--- src/rtl/single_loop.sv ---
// Iteration tracker for one hardware loop level: captures trip count and mode
// while held in reset, then advances once per taken backward jump until the last pass.
module single_loop #(
  parameter int BITS                  = 18,
  parameter int SUPERSCALAR_LOG_WIDTH = 2
) (
  input  logic            clk,
  input  logic            reset,
  input  logic            should_increment,
  input  logic [BITS-1:0] initial_iteration_count,
  input  logic            initial_is_inner_independent_loop,
  input  logic            jumped,
  output logic            done,
  output logic [BITS-1:0] current_iteration
);

  localparam logic [BITS:0] STEP_INDEP = (BITS+1)'(1) << SUPERSCALAR_LOG_WIDTH;
  localparam logic [BITS:0] STEP_ONE   = (BITS+1)'(1);

  logic [BITS-1:0] iter_q, iter_d;
  logic [BITS-1:0] limit_q;
  logic            indep_q;
  logic [BITS:0]   step;
  logic [BITS:0]   next_pass;
  logic            advance;

  // Configuration is captured on every edge of the reset window and frozen afterwards.
  always_ff @(posedge clk) begin
    if (!reset) begin
      limit_q <= initial_iteration_count;
      indep_q <= initial_is_inner_independent_loop;
    end
  end

  // The extra top bit keeps iter+step from wrapping when limit sits near 2^BITS.
  always_comb begin
    step      = indep_q ? STEP_INDEP : STEP_ONE;
    next_pass = {1'b0, iter_q} + step;
    done      = reset && (next_pass >= {1'b0, limit_q});
    advance   = should_increment && jumped && !done;
    iter_d    = iter_q;
    if (advance) begin
      iter_d = next_pass[BITS-1:0];
    end
  end

  always_ff @(posedge clk or negedge reset) begin
    if (!reset) begin
      iter_q <= '0;
    end else begin
      iter_q <= iter_d;
    end
  end

  assign current_iteration = iter_q;

endmodule

--- config.mk ---
export PLATFORM = sky130hd
export DESIGN_NAME = single_loop
export DESIGN_NICKNAME = d
export VERILOG_FILES = /design/src/rtl/single_loop.sv
export SDC_FILE = /design/constraint.sdc
export NUM_CORES = 1
export LEC_CHECK = 0
export CAP_MARGIN = 30
export CORE_MARGIN = 5
export CORE_UTILIZATION = 57
export DETAILED_ROUTE_END_ITERATION = 6
export MAX_ROUTING_LAYER = met4
export PLACE_DENSITY_LB_ADDON = 0.12
export SETUP_SLACK_MARGIN = 0.1
export SYNTH_ARGS = -nofsm -noshare
export SYNTH_HDL_FRONTEND = slang
export SYNTH_SLANG_ARGS = --single-unit
--- constraint.sdc ---
create_clock -name clk -period 7.5 [get_ports clk]
set_clock_uncertainty 0.05 [all_clocks]
set_input_delay 1.125 -clock clk [delete_from_list [all_inputs] [get_ports clk]]
set_output_delay 1.125 -clock clk [all_outputs]
set_load 0.005 [all_outputs]
# After elaboration in Yosys (flattened, before gate mapping)
# Cells that the tools add are included.
totals:
  regBits: 37
  input_bits: 23
  out_inout_bits: 19
  wordCells: 10
classes:
  add_sub_neg: 1
  order_cmp: 1
  n_mux: 1
  reduce_logical: 4
op_table:
  columns: ["cell", "n"]
  rows:
  - ["$add A18 B3 Y19", 1]
  - ["$ge A19 B18 Y1", 1]
  - ["$logic_and A1 B1 Y1", 3]
  - ["$mux W3", 1]
  - ["$logic_not A1 Y1", 1]

# Depth between registers and ports, before layout
# Gate-level depths: netlist of run 1.
logic_depth:
  depth_word: 6
  ltp_mapped: 16
  mapped_depth_nobuf: 15

# Worst setup path after synthesis of run 1
# No wires, ideal clock.
synth_timing:
  path_kind: "register -> output"
  start: "register iter_q[0] (netlist: current_iteration[0])"
  end: "output port done"
  arrival_time_ns: 2.993
  required_time_ns: 6.325
  path_slack_ns: 3.332
  stages_incl_launch_ff: 13
  path_buffers: 1
  cell_sequence: "dfrtp_1 -> ha_1 -> ha_1 -> a21o_1 -> and4_1 -> and3_1 -> xor2_1 -> ha_1 -> a21oi_1 -> o21a_1 -> a2bb2oi_1 -> clkbuf_1 -> a21oi_1"
synth_between:
  elab_chain_len: 3
synth_lines:
  columns: ["element", "line", "rtl"]
  rows:
  - ["start, declared", "20", "logic [BITS-1:0] iter_q, iter_d;"]
  - ["start signal, assigned", "51", "iter_q <= iter_d;"]
  - ["$add A18 B3 Y19", "38", "next_pass = {1'b0, iter_q} + step;"]
  - ["via next_pass[12]", "24", "logic [BITS:0] next_pass;"]
  - ["$ge A19 B18 Y1", "39", "done = reset && (next_pass >= {1'b0, limit_q});"]
  - ["$logic_and A1 B1 Y1", "39", null]
  - ["end, declared", "13", "output logic done,"]
# The timed path passes the listed nets, and every way through them passes these cells.

# Worst setup path in the final report of run 1
layout_timing:
  start: "register indep_q"
  end: "output port done"
layout_between:
  elab_chain_len: 4
layout_lines:
  columns: ["element", "line", "rtl"]
  rows:
  - ["start, declared", "22", "logic indep_q;"]
  - ["start signal, assigned", "31", "indep_q <= initial_is_inner_independent_loop;"]
  - ["$mux W3", "37", "step = indep_q ? STEP_INDEP : STEP_ONE;"]
  - ["$add A18 B3 Y19", "38", null]
  - ["via next_pass[16]", "24", null]
  - ["$ge A19 B18 Y1", "39", null]
  - ["$logic_and A1 B1 Y1", "39", null]
# The timed path passes the listed nets, and every way through them passes these cells.

==> results of run 1 <==
[worst max path at each step]
stage / from / end / depth (start not counted)
2_1_floorplan: current_iteration[0]$_DFFE_PN0P_ / done / 12
3_3_place_gp: indep_q$_DFFE_PN_ / done / 14
3_5_place_dp: indep_q$_DFFE_PN_ / done / 14
4_1_cts: indep_q$_DFFE_PN_ / done / 14
5_1_grt: indep_q$_DFFE_PN_ / done / 14
6_report: indep_q$_DFFE_PN_ / done / 14
[critical path, cell delays in order (launching register included)]
cell             delay (ns)
edfxtp_1               0.39
inv_1                  0.07
ha_1                   0.18
ha_1                   0.20
a21o_1                 0.24
and4_4                 0.29
nand4_1                0.18
or2_2                  0.35
nand2_1                0.08
ha_1                   0.13
nand3_1                0.11
or4_4                  0.57
o21a_4                 0.25
a21oi_1                0.15
clkdlybuf4s50_1        0.52
[metrics by stage]
step | utilization (%) | hold WS (ns)
6_report | 73.5 | 0.465
4_1_cts | 73.5 | 0.464
3_3_place_gp | 71.3 | 0.444
3_5_place_dp | 71.3 | 0.449
5_1_grt | 73.5 | 0.476
2_1_floorplan | - | 0.438
[registers in the layout, indices dropped and copies added (netlist names)]
| signal | flops |
|---|---|
| current_iteration | 18 |
| indep_q | 1 |
| limit_q | 18 |
[synth_stat cells (3+ instances only)]
library cell	count
nand2_1	36
inv_1	22
ha_1	21
edfxtp_1	19
dfrtp_1	18
o21ai_0	15
nand4_1	10
nor2_1	10
a21oi_1	9
o22ai_2	8
xor2_1	7
nand2b_1	6
nor3_1	5
or2_2	4
or3_1	4
a31o_2	3
and3_1	3
buf_6	3
mux2_2	3
nand3_1	3
nor4b_1	3
xnor2_1	3
[placed cells by master (no fill, tap or decap), drive strengths merged, types with 2 or more instances in the layout]
cell type      count
nor4b              3
nand3              3
or3                4
o21ai             17
o21a               2
a21oi              9
dfrtp             18
and4               4
nor3               5
or2                4
inv               22
a31o               3
o31ai              2
clkbuf             7
a21o               4
and2               2
and3               5
clkdlybuf4s50     41
mux2               3
ha                21
or4                2
o22ai              8
nor2              10
o211ai             3
xor2               7
edfxtp            19
xnor2              3
nand4             10
buf                3
nand2             36
nand2b             6
[cell families after synthesis]
| family | count (synthesis) | synth area share (%) |
|---|---|---|
| DFF | 37 | 41.5 |
| adders and majority gates | 21 | 10.7 |
| muxes | 3 | 1.37 |
| and+or+nand+nor | 95 | 20.3 |
| AOI/OAI and AO/OA | 53 | 17.5 |
| buffers and inverters | 27 | 5.03 |
| xor gates and xnor gates | 10 | 3.56 |
[per-layer routing]
layer,up-vias,track usage (%)
met1,978,27.2
li1,981,-
met5,-,-
met4,0,7.57
met2,83,37.8
met3,8,5.28
[final cells by class]
type | count | area (sq um) | share of cell area [%]
clock buffers | 7 | 86.3 | 2.88
repair buffers | 44 | 433 | 14.4
well taps | 50 | 62.6 | 2.08
flip-flops and latches | 37 | 1020 | 34.0
multi-input cells | 182 | 1320 | 43.9
inverters | 22 | 82.6 | 2.75
[report_power, final]
group          internal, mW  leakage [nW]  switching (mW)  total (mW)
clock network        0.0730        0.0443          0.0673       0.140
registers             0.246         0.418          0.0389       0.285
logic                 0.129         0.823           0.129       0.258
total                 0.448          1.29           0.236       0.683
==> impl_metrics.py, run 1 <==
metrics = {
    "global_route": {
        "grt_max_degree": 24,
        "gr-total-overflow": 0,
        "antenna_found_initial": 0,
        "grt_first_pass_wirelength_um": 9480,
        "track_usage_pct": 22.7,
        "grt_pass1_vias": 2077,
    },
    "synthesis": {
        "synthesis.nets": 290,
        "synthFlopType": "edfxtp_1",
        "synth_edf_count": 19,
        "synth_cells": 246,
        "yosysTopAreaCellShare_pct": 23.2,
        "synth_cell_types": 43,
        "synth_seq_cells": 37,
        "ys_top_cells_by_area": "edfxtp_1 23%, dfrtp_1 18%, ha_1 11%",
        "mappedNetlistArea_sq_um": 2460,
        "yosysWarnings": 0,
        "avgSynthCellArea_sq_um": 10.0,
        "yosys.area.top_type": "edfxtp_1",
        "ys_seq_area_share_pct": 41.5,
        "synthArstFlopShare_pct": 48.6,
    },
    "setup_path": {
        "arrival_ns": 3.99,
        "crit-reg2reg-launch": "indep_q$_DFFE_PN_",
        "path_max_fanout": 8,
        "r2r_slack_ns": 3.23,
        "r2r-end": "current_iteration[2]$_DFFE_PN0P_",
        "path_class": "flip-flop to primary output",
        "worst_ep_required_time_ns": 6.32,
        "ff2ff_path_depth": 14,
        "end_kind": "primary output",
        "cp-start-kind": "flip-flop",
    },
    "layout": {
        "synthToLayoutAreaGrowth_pct": 22.0,
        "fin_area_sq_um": 3000,
        "fin_cells": 342,
        "drive_gt1_share_pct": 13.0,
        "nFillCells": 324,
        "antenna_cells": 0,
        "layout.nets": 336,
    },
    "place": {
        "io_buffers": 41,
        "placed_cells": 335,
        "placed_area_sq_um": 2920,
        "place.gp.congestion": 0.871,
        "post-dp-hpwl_um": 4110,
        "pre_cts_ws_ns": 2.68,
    },
    "pwr": {
        "pwr_density_cell_nw_per_um2": 228,
        "ir_drop_mv": 0.177,
        "leakage_nw": 1.29,
        "power.total_mw": 0.683,
    },
    "timing": {
        "max_slew.worst_pin.slew_ns": 0.767,
        "layout_setup_ws_ns": 2.34,
        "fin_crit_sh_pct": 68.8,
        "slew_viol_final": 0,
        "tns_ns": 0,
        "setup_violations": 0,
        "finalHoldViolCount": 0,
        "max_slew_margin_pct": 48.6,
        "rsz0062_at_grt": "no",
        "fmax_ghz": 0.194,
        "period_minus_slack_ns": 5.16,
    },
    "min_path": {
        "hp-start": "current_iteration[17]$_DFFE_PN0P_",
        "min_delay_path_depth": 1,
        "holdPathEnd": "current_iteration[17]$_DFFE_PN0P_",
        "hp-class": "flip-flop to flip-flop",
    },
    "route": {
        "first_pass_iters": 4,
        "highest_layer": "met4",
        "finalWirelength_um": 5690,
        "num_vias": 2050,
        "wl_met2_um": 2800,
        "wl_per_cell_um": 16.6,
        "dr_wl_met3_um": 381,
        "drt_iter0_drc": 145,
        "postRouteAntennaNets": 0,
        "drc_errors": 0,
        "wl_met1_um": 2410,
        "vias_per_cell": 5.99,
    },
    "clock_network": {
        "ctsHoldBuffers": 0,
        "numCtsBuffers": 5,
        "cts_tree": "yes",
        "clk_pin_slew_ns": 0.07,
        "post_cts_buffers": 0,
        "cts_root_buffer": "clkbuf_8",
        "cts_max_level": 2,
        "cts_resized": 0,
        "cts_sinks": 37,
        "ctsLongestPathBuffers": 2,
        "clkLatencyLatePin_ns": 0.28,
    },
    "die": {
        "die_h_um": 75.7,
        "fp.coreArea_sq_um": 4090,
        "rows": 23,
        "die-area_sq_um": 5730,
        "io_pins": 42,
        "start_util_pct": 60.2,
        "die_w_um": 75.7,
    },
    "status": {
        "status": "finished clean",
    },
    "job": {
        "cap_viol_max_count": 0,
    },
}
No activity file was read; power rests on OpenSTA's default activity.
==> run 2, diff against run 1 <==
--- a/config.mk
+++ b/config.mk
@@ -7,7 +7,7 @@
 export LEC_CHECK = 0
 export CAP_MARGIN = 30
 export CORE_MARGIN = 5
-export CORE_UTILIZATION = 57
+export CORE_UTILIZATION = 53
 export DETAILED_ROUTE_END_ITERATION = 6
 export MAX_ROUTING_LAYER = met4
 export PLACE_DENSITY_LB_ADDON = 0.12
==> constraint.sdc (replaced) <==
create_clock -name clk -period 5.04 [get_ports clk]
set_clock_uncertainty 0.05 [all_clocks]
set_input_delay 0.756 -clock clk [delete_from_list [all_inputs] [get_ports clk]]
set_output_delay 0.756 -clock clk [all_outputs]
set_load 0.005 [all_outputs]
==> run 2 against run 1 <==
  * Sequential share of layout area down 0.21 points
  * Sequential cell count unchanged
  * Sequential power up 48%
  * Largest cell class unchanged
==> impl_metrics.py, run 2 (synthesized netlist as in run 1, its figures left out) <==
metrics = {
    "pwr": {
        "ir_drop_mv": 0.235,
        "leakage_nw": 1.29,
        "power.total_mw": 1.02,
        "pwr_density_cell_nw_per_um2": 337,
    },
    "layout": {
        "antenna_cells": 0,
        "synthToLayoutAreaGrowth_pct": 22.7,
        "layout.nets": 338,
        "nFillCells": 363,
        "final_common_cell": "clkdlybuf4s50_1",
        "final_cell_mix": "41 x clkdlybuf4s50_1, 36 x nand2_1, 22 x inv_1",
        "drive_gt1_share_pct": 13.6,
    },
    "setup_path": {
        "ff2ff_path_depth": 12,
        "cp-start-kind": "flip-flop",
        "path_common_cell": "ha_1",
        "arrival_ns": 3.92,
        "path_class": "flip-flop to primary output",
        "cpMaxStageDelayCell": "or4_4",
        "crit_family": "simple AND/OR/NAND/NOR gates",
        "path_buf_inv": 1,
        "end_kind": "primary output",
        "cp_cell_sequence": "ha_1 -> ha_1 -> a21o_4 -> and4_1 -> and3_1 -> xor2_1 -> ha_1 -> nand4_1 -> or4_4 -> o21a_4 -> a21oi_1 -> clkdlybuf4s50_1",
        "path_max_fanout": 8,
        "max_stage_delay_ns": 0.55,
        "path_depth": 12,
        "worst_ep_required_time_ns": 4.23,
    },
    "global_route": {
        "grt_first_pass_wirelength_um": 9300,
        "gr-total-overflow": 0,
        "grt_max_degree": 24,
        "grt_pass1_vias": 1967,
        "antenna_found_initial": 0,
        "track_usage_pct": 20.0,
    },
    "clock_network": {
        "cts_max_level": 2,
        "cts_sinks": 37,
        "numCtsBuffers": 5,
        "cts_tree": "yes",
        "cts_root_buffer": "clkbuf_8",
        "ctsLongestPathBuffers": 2,
        "clk_pin_slew_ns": 0.07,
        "clkLatencyLatePin_ns": 0.29,
    },
    "route": {
        "finalWirelength_um": 5550,
        "vias_per_cell": 5.87,
        "num_vias": 2038,
        "drc_errors": 0,
        "first_pass_iters": 4,
        "drt_iter0_drc": 155,
        "postRouteAntennaNets": 0,
        "wl_per_cell_um": 16.0,
    },
    "die": {
        "die-area_sq_um": 6110,
        "die_w_um": 78.1,
        "start_util_pct": 55.4,
        "die_h_um": 78.1,
        "fp.coreArea_sq_um": 4440,
        "rows": 24,
        "io_pins": 42,
    },
    "timing": {
        "period_minus_slack_ns": 4.72,
        "finalHoldViolCount": 0,
        "rsz0062_at_grt": "no",
        "max_slew.worst_pin.slew_ns": 0.868,
        "hold_ws_ns": 0.455,
        "tns_ns": 0,
        "max_slew_margin_pct": 41.8,
        "fmax_ghz": 0.212,
        "setup_violations": 0,
        "fin_crit_sh_pct": 93.7,
        "slew_viol_final": 0,
    },
    "job": {
        "cap_viol_max_count": 0,
    },
    "min_path": {
        "hp-class": "flip-flop to flip-flop",
        "min_delay_path_depth": 1,
    },
    "status": {
        "status": "finished clean",
    },
    "place": {
        "place.gp.congestion": 0.834,
        "post-dp-hpwl_um": 3950,
        "io_buffers": 41,
    },
}
## run 2: cell types whose count changed in the layout (fill, tap and decap cells not counted), sizes merged
cell	previous run	this run
buf	3	5
clkinv	0	1
## run 2: final cells by class
class	instances	area, sq um	share of cell area (%)
sequential	37	1020	33.8
clock inverter	1	3.75	0.124
timing repair buffer	46	448	14.8
inverter	22	82.6	2.73
clock buffer	7	76.3	2.53
tap	52	65.1	2.15
multi-input combinational	182	1320	43.8
## run 2: where the power goes
part	internal [mW]	leakage, nW	switching, mW
Combinational	0.197	0.831	0.197
Sequential	0.365	0.418	0.0568
Clock	0.0963	0.0399	0.104
Total	0.658	1.29	0.358
## run 2: worst register-to-register path, delay by kind of cell, from the launching register on
kind                     cells  cell delay, ns
flip-flops                   1            0.39
adder cells (fa/ha/maj)      3            0.75
AO/OA/AOI/OAI                3            1.04
AND/OR/NAND/NOR              4            1.14
multiplexers                 1            0.40
XOR/XNOR                     1            0.17
## run 2: metal layers
layer  up-vias  track usage (%)  routed length (um)
li1        987                -                   -
met1       968             25.9                2490
met2        68             29.6                2590
met3        15             4.58                 306
met4         0             9.27                 174
met5         -                -                   0
## run 2: what timing repair did
item / CTS / global route
setup endpoints to repair: 0 / 1
gates resized for setup: 0 / 1
hold buffers: 0 / 0
setup buffers: 0 / 1
## run 2: through the flow
| step | area, sq um | worst slack [ns] | std cells | utilization, % |
|---|---|---|---|---|
| floorplan | 2460 | 1.24 | 246 | - |
| global placement | 2930 | 0.674 | 338 | 65.8 |
| detailed placement | 2930 | 0.606 | 338 | 65.8 |
| CTS | 3010 | 0.266 | 346 | 67.6 |
| global route | 3020 | 0.0965 | 347 | 68.0 |
| finish | 3020 | 0.318 | 347 | 68.0 |
## run 2: worst paths after layout
| kind | from | end | slack, ns |
|---|---|---|---|
| worst max-delay path | current_iteration[0]$_DFFE_PN0P_ | done | 0.32 |
| max in group asynchronous | reset | current_iteration[15]$_DFFE_PN0P_ | 3.93 |
| worst max register to register | current_iteration[0]$_DFFE_PN0P_ | current_iteration[0]$_DFFE_PN0P_ | 0.98 |
| min in group asynchronous | reset | current_iteration[17]$_DFFE_PN0P_ | 0.76 |
| worst min-delay path | current_iteration[17]$_DFFE_PN0P_ | current_iteration[17]$_DFFE_PN0P_ | 0.45 |
| worst min register to register | current_iteration[17]$_DFFE_PN0P_ | current_iteration[17]$_DFFE_PN0P_ | 0.45 |
